**config.mk**
```make
export PLATFORM = sky130hd
export DESIGN_NAME = register_file
export DESIGN_NICKNAME = d
export VERILOG_FILES = /design/src/rtl/register_file.sv
export SDC_FILE = /design/constraint.sdc
export NUM_CORES = 2
export LEC_CHECK = 0
export ABC_AREA = 0
export CAP_MARGIN = 30
export CELL_PAD_IN_SITES_DETAIL_PLACEMENT = 1
export CELL_PAD_IN_SITES_GLOBAL_PLACEMENT = 1
export CORE_MARGIN = 4
export CORE_UTILIZATION = 32
export DETAILED_ROUTE_END_ITERATION = 7
export GPL_ROUTABILITY_DRIVEN = 0
export PLACE_DENSITY = 0.62
export SETUP_SLACK_MARGIN = 0.2
export SYNTH_ARGS = -nofsm -noshare
export SYNTH_HDL_FRONTEND = slang
export SYNTH_SLANG_ARGS = --single-unit
```
**constraint.sdc**
```tcl
create_clock -name clk -period 10.4 [get_ports clk]
set_input_delay 1.56 -clock clk [delete_from_list [all_inputs] [get_ports clk]]
set_output_delay 1.56 -clock clk [all_outputs]
set_load 0.01 [all_outputs]
```
**src/rtl/register_file.sv**
```systemverilog
// Architectural integer register file with a pending-write scoreboard.
// Two combinational read ports with same-cycle writeback bypass; a busy bit
// per entry is set at issue and cleared at writeback, and a used source that
// is still in flight raises Stall to decode.
//
// Port protocol: the writeback port has no handshake; every cycle with
// Wr_En=1 is accepted at the next posedge. The issue port is accepted on a
// posedge only when Issue_En=1 and Stall=0 in that cycle; decode must hold
// its instruction while Stall=1.
module register_file #(
  parameter int REG_ADDR_WIDTH = 5,
  parameter int DATA_WIDTH     = 32
) (
  input  logic                      clk,
  input  logic                      reset,
  input  logic [REG_ADDR_WIDTH-1:0] WrtBck_Addr,
  input  logic                      Wr_En,
  input  logic [DATA_WIDTH-1:0]     Wr_Data,
  input  logic [REG_ADDR_WIDTH-1:0] Rs1_Addr,
  input  logic [REG_ADDR_WIDTH-1:0] Rs2_Addr,
  input  logic                      Rs1_Used,
  input  logic                      Rs2_Used,
  input  logic                      Issue_En,
  input  logic [REG_ADDR_WIDTH-1:0] Issue_Rd,
  output logic [DATA_WIDTH-1:0]     Rs1_Data,
  output logic [DATA_WIDTH-1:0]     Rs2_Data,
  output logic                      Stall,
  output logic [REG_ADDR_WIDTH:0]   Pending_Cnt
);

  localparam int NUM_REGS = 1 << REG_ADDR_WIDTH;
  localparam int CNT_W    = REG_ADDR_WIDTH + 1;

  logic [DATA_WIDTH-1:0] regs_q [NUM_REGS];
  logic [NUM_REGS-1:0]   busy_q;
  logic [NUM_REGS-1:0]   busy_d;
  logic [CNT_W-1:0]      cnt_q;
  logic [CNT_W-1:0]      cnt_d;

  logic wr_fire;
  logic set_fire;
  logic byp1;
  logic byp2;
  logic cnt_inc;
  logic cnt_dec;

  // Qualified write and issue events; x0 never takes part in either.
  always_comb begin
    wr_fire  = Wr_En && (WrtBck_Addr != '0);
    set_fire = Issue_En && (Issue_Rd != '0) && !Stall;
    byp1     = Wr_En && (WrtBck_Addr == Rs1_Addr);
    byp2     = Wr_En && (WrtBck_Addr == Rs2_Addr);
  end

  // Read ports: x0 reads zero, then bypass from writeback, then storage.
  always_comb begin
    Rs1_Data = regs_q[Rs1_Addr];
    Rs2_Data = regs_q[Rs2_Addr];
    if (byp1) Rs1_Data = Wr_Data;
    if (byp2) Rs2_Data = Wr_Data;
    if (Rs1_Addr == '0) Rs1_Data = '0;
    if (Rs2_Addr == '0) Rs2_Data = '0;
  end

  // Hazard detect: a retiring write to the same index is resolved by bypass.
  always_comb begin
    Stall = (Rs1_Used && busy_q[Rs1_Addr] && !byp1) ||
            (Rs2_Used && busy_q[Rs2_Addr] && !byp2);
  end

  // Next scoreboard state: clear first, then set, so a new producer wins.
  always_comb begin
    busy_d = busy_q;
    if (wr_fire)  busy_d[WrtBck_Addr] = 1'b0;
    if (set_fire) busy_d[Issue_Rd]    = 1'b1;
    busy_d[0] = 1'b0;
  end

  // Counter tracks popcount: count only real 0->1 and 1->0 transitions.
  always_comb begin
    cnt_inc = set_fire && !busy_q[Issue_Rd];
    cnt_dec = wr_fire && busy_q[WrtBck_Addr] &&
              !(set_fire && (Issue_Rd == WrtBck_Addr));
    cnt_d   = cnt_q;
    case ({cnt_inc, cnt_dec})
      2'b10:   cnt_d = cnt_q + CNT_W'(1);
      2'b01:   cnt_d = cnt_q - CNT_W'(1);
      default: cnt_d = cnt_q;
    endcase
  end

  // Register storage; entry 0 stays zero because writes to it are dropped.
  always_ff @(posedge clk or negedge reset) begin
    if (!reset) begin
      for (int i = 0; i < NUM_REGS; i++) regs_q[i] <= '0;
    end else if (wr_fire) begin
      regs_q[WrtBck_Addr] <= Wr_Data;
    end
  end

  // Scoreboard bits and pending counter.
  always_ff @(posedge clk or negedge reset) begin
    if (!reset) begin
      busy_q <= '0;
      cnt_q  <= '0;
    end else begin
      busy_q <= busy_d;
      cnt_q  <= cnt_d;
    end
  end

  assign Pending_Cnt = cnt_q;

endmodule

```
==> flow_metrics.py <==
metrics = {
    "outcome": {
        "run_status": "finished, final reports clean",
    },
    "hold_path": {
        "hold_end": "regs_q[1006]",
        "hold_class": "reg -> reg",
        "worstHoldStart": "regs_q[1006]",
        "whs_path_depth": 0,
    },
    "cts": {
        "post_cts_buffers": 0,
        "clk_pin_slew_worst_paths_ns": 0.06,
        "tritoncts": "done",
        "htree_num_levels": 3,
        "clk_latency_ns": 0.72,
        "cts_buffers": 115,
        "ctsHoldBuffers": 0,
        "postCtsResizedCells": 0,
        "cts_max_path_buffers": 3,
        "cts-root-buf": "clkbuf_16",
        "clkSinkCount": 1061,
    },
    "die": {
        "num_rows": 155,
        "die_h_um": 433.3,
        "fp.dieW_um": 433.3,
        "start_util_pct": 32.30,
        "die_area_sq_um": 187700,
        "io_pins": 129,
        "core_area_sq_um": 179200,
    },
    "power_and_ir_drop": {
        "p_leak_uw": 0.02790,
        "p_int_uw": 9238,
        "comb_power_share_pct": 22.1,
        "irDropWorstVdd_v": 0.0001251,
        "switchingPower_uw": 3427,
        "p_sw_share_pct": 27.06,
        "cellPowerDensity_nw_per_um2": 191.8,
        "pwr-share-clk_pct": 34.2,
        "p_seq_share_pct": 43.7,
    },
    "job": {
        "maxCapViolCount": 0,
    },
    "setup_path": {
        "r2r_end": "Pending_Cnt[5]",
        "cpPeakStageDelay_ns": 1.06,
        "crit_slowest_cell": "clkdlybuf4s50_1",
        "path_common_cell": "clkdlybuf4s50_1",
        "critPathCaptureType": "output port",
        "crit_buf_inv": 2,
        "crit_chain": "clkdlybuf4s50_1, xor2_1, nor4_1, and3_2, nor2_1, nor3_1, clkdlybuf4s50_1",
        "crit_type": "in -> out",
        "r2r-start": "busy_q[15]",
        "r2r_cells": 14,
        "cp_top_family": "simple AND/OR/NAND/NOR gates",
        "crit_start": "WrtBck_Addr[0]",
        "r2r_slack_ns": 6.53,
        "start_kind": "input port",
        "cp.required_ns": 8.84,
        "worstPathArrival_ns": 5.90,
        "cp_max_fo": 20,
    },
    "yosys": {
        "synthMuxAreaShare_pct": 45.90,
        "syn_nets": 3818,
        "syn_area_sq_um": 57880,
        "synth_xor_area_share_pct": 0.2875,
        "syn_area_per_cell_sq_um": 15.42,
        "synth_compound_area_share_pct": 2.101,
        "async_flop_share_pct": 100.0,
        "synth_top_family_by_area": "multiplexers",
        "yosys.cell_types.count": 50,
        "synth_ff_type": "dfrtp_1",
        "synth_edf_count": 0,
        "synthCells": 3754,
        "synth_fa_ha_area_share_pct": 0.1427,
        "yosys_warnings": 0,
        "seq_area_frac_synth_pct": 45.87,
        "synth-simple-area-share_pct": 2.240,
        "synth-seq-cells": 1061,
    },
    "timing": {
        "slew-limit-headroom_pct": 29.48,
        "hold_viol_final": 0,
        "rsz0062_at_grt": "false",
        "final_max_slew_viol_count": 0,
        "skew_ns": 0.008551,
        "period_needed_ns": 7.462,
        "worstMarginPinSlew_ns": 1.057,
        "finalSetupViolations": 0,
        "tns_ns": 0,
        "fmax_ghz": 0.1340,
        "period_share_pct": 71.75,
    },
    "placement": {
        "portBuffers": 128,
        "place_area_sq_um": 62020,
        "dp_hpwl_um": 111100,
    },
    "detailed_routing": {
        "wl_per_cell_um": 30.70,
        "firstDrtPassIters": 5,
        "vias_per_cell": 5.762,
        "drt_iter0_drc": 2775,
        "dr_total_vias": 35350,
        "ant_nets": 0,
        "wl_um": 188400,
        "drc": 0,
    },
    "global_routing": {
        "grt_max_degree": 166,
        "grt_pass1_wl_um": 278200,
        "antenna_found_initial": 7,
        "overflow": 0,
        "grt_usage_pct": 20.13,
        "grt_pass1_vias": 38470,
    },
    "finish": {
        "nets": 3750,
        "final_layout_size_suffix_gt1_share_pct": 52.82,
        "syn_to_final_growth_pct": 14.07,
        "final_area_sq_um": 66020,
        "fill_cells": 18130,
    },
}
-- metrics by stage --
| step | std cells | utilization (%) | hold WS, ns | total power, uW | setup slack [ns] |
|---|---|---|---|---|---|
| 2_1_floorplan | 3754 | - | 0.4413 | 7440 | 5.297 |
| 3_3_place_gp | 5888 | 34.18 | 0.3763 | 8276 | 2.937 |
| 3_5_place_dp | 5921 | 34.61 | 0.3833 | 8409 | 2.955 |
| 4_1_cts | 6131 | 36.81 | 0.3965 | 12790 | 2.956 |
| 5_1_grt | 6134 | 36.84 | 0.4075 | 13250 | 2.852 |
| 6_report | 6136 | 36.84 | 0.3922 | 12670 | 2.938 |
-- cell type report --
class / instances / area, sq um / area share (%)
Multi-Input combinational cell: 2236 / 29580 / 44.81
Clock buffer: 174 / 3393 / 5.140
Sequential cell: 1061 / 26550 / 40.22
Inverter: 23 / 91.34 / 0.1384
Antenna cell: 2 / 5.005 / 0.007581
Tap cell: 2355 / 2947 / 4.463
Timing Repair Buffer: 249 / 2897 / 4.387
Clock inverter: 36 / 553.0 / 0.8377
-- cell families (layout without fill, tap and decap cells) --
| logic type | count (synthesis) | count (layout) |
|---|---|---|
| multiplexers | 1744 | 1744 |
| AO/OA/AOI/OAI | 188 | 188 |
| other | 0 | 2 |
| buffers and inverters | 457 | 482 |
| XOR/XNOR | 19 | 19 |
| AND/OR/NAND/NOR | 279 | 279 |
| flip-flops | 1061 | 1061 |
| adder cells (fa/ha/maj) | 6 | 6 |
-- cells in the mapped netlist (all sizes together) (6+ instances only) --
master  instances  share of area, %
dfrtp        1061                46
mux2         1018                20
mux4          626                24
clkbuf        241               1.6
buf           193               1.7
nor2          105              0.69
mux2i         100               1.7
nand2          82              0.53
a21oi          59              0.51
o21ai          51              0.44
nor3           24              0.21
inv            23              0.15
a211oi         21              0.27
a22o           18              0.27
a32o           15              0.26
and3           15              0.16
nor2b          12              0.13
xor2           12              0.18
nand3          11             0.095
nor3b           7             0.091
xnor2           7              0.11
nor4            6             0.091
-- how the worst max path moves through the flow --
stage,end,slack (ns),cells past startpoint
finish,Rs1_Data[18],2.94,7
global route,Rs1_Data[18],2.85,7
CTS,Rs1_Data[18],2.96,7
detailed placement,Rs1_Data[18],2.96,7
global placement,Rs1_Data[18],2.94,7
floorplan,Rs2_Data[12],5.30,8
-- routing by layer --
metal | vias up | track usage, % | share of wire [%]
met5 | - | 0 | 0.0042
met2 | 877 | 35.08 | 51
met3 | 263 | 2.472 | 4.3
met4 | 2 | 5.860 | 2.8
li1 | 14400 | - | -
met1 | 19810 | 26.33 | 42
-- power by group through the flow --
stage                     Sequential (uW)  Clock [uW]  Combinational (uW)
after CTS                            5510        4440                2840
after global routing                 5630        4610                3020
after global placement               5520           0                2750
final                                5530        4330                2800
after detailed placement             5580           0                2830
after floorplan                      5360           0                2080
-- registers in the layout, indices dropped and copies added (netlist names) --
name,flops
busy_q,31
regs_q,1024
Pending_Cnt,6
-- cells in the final DEF (no fill, tap or decap), drive strengths merged, types with 15 or more instances in the layout --
cell / n
nand2: 82
mux2: 1018
nor2: 105
clkbuf: 175
and3: 15
buf: 131
a32o: 15
a21oi: 59
nor3: 24
a211oi: 21
dfrtp: 1061
o21ai: 51
clkinv: 19
inv: 24
mux4: 626
a22o: 18
mux2i: 100
clkdlybuf4s50: 117
(Power assumes the default switching activity.)
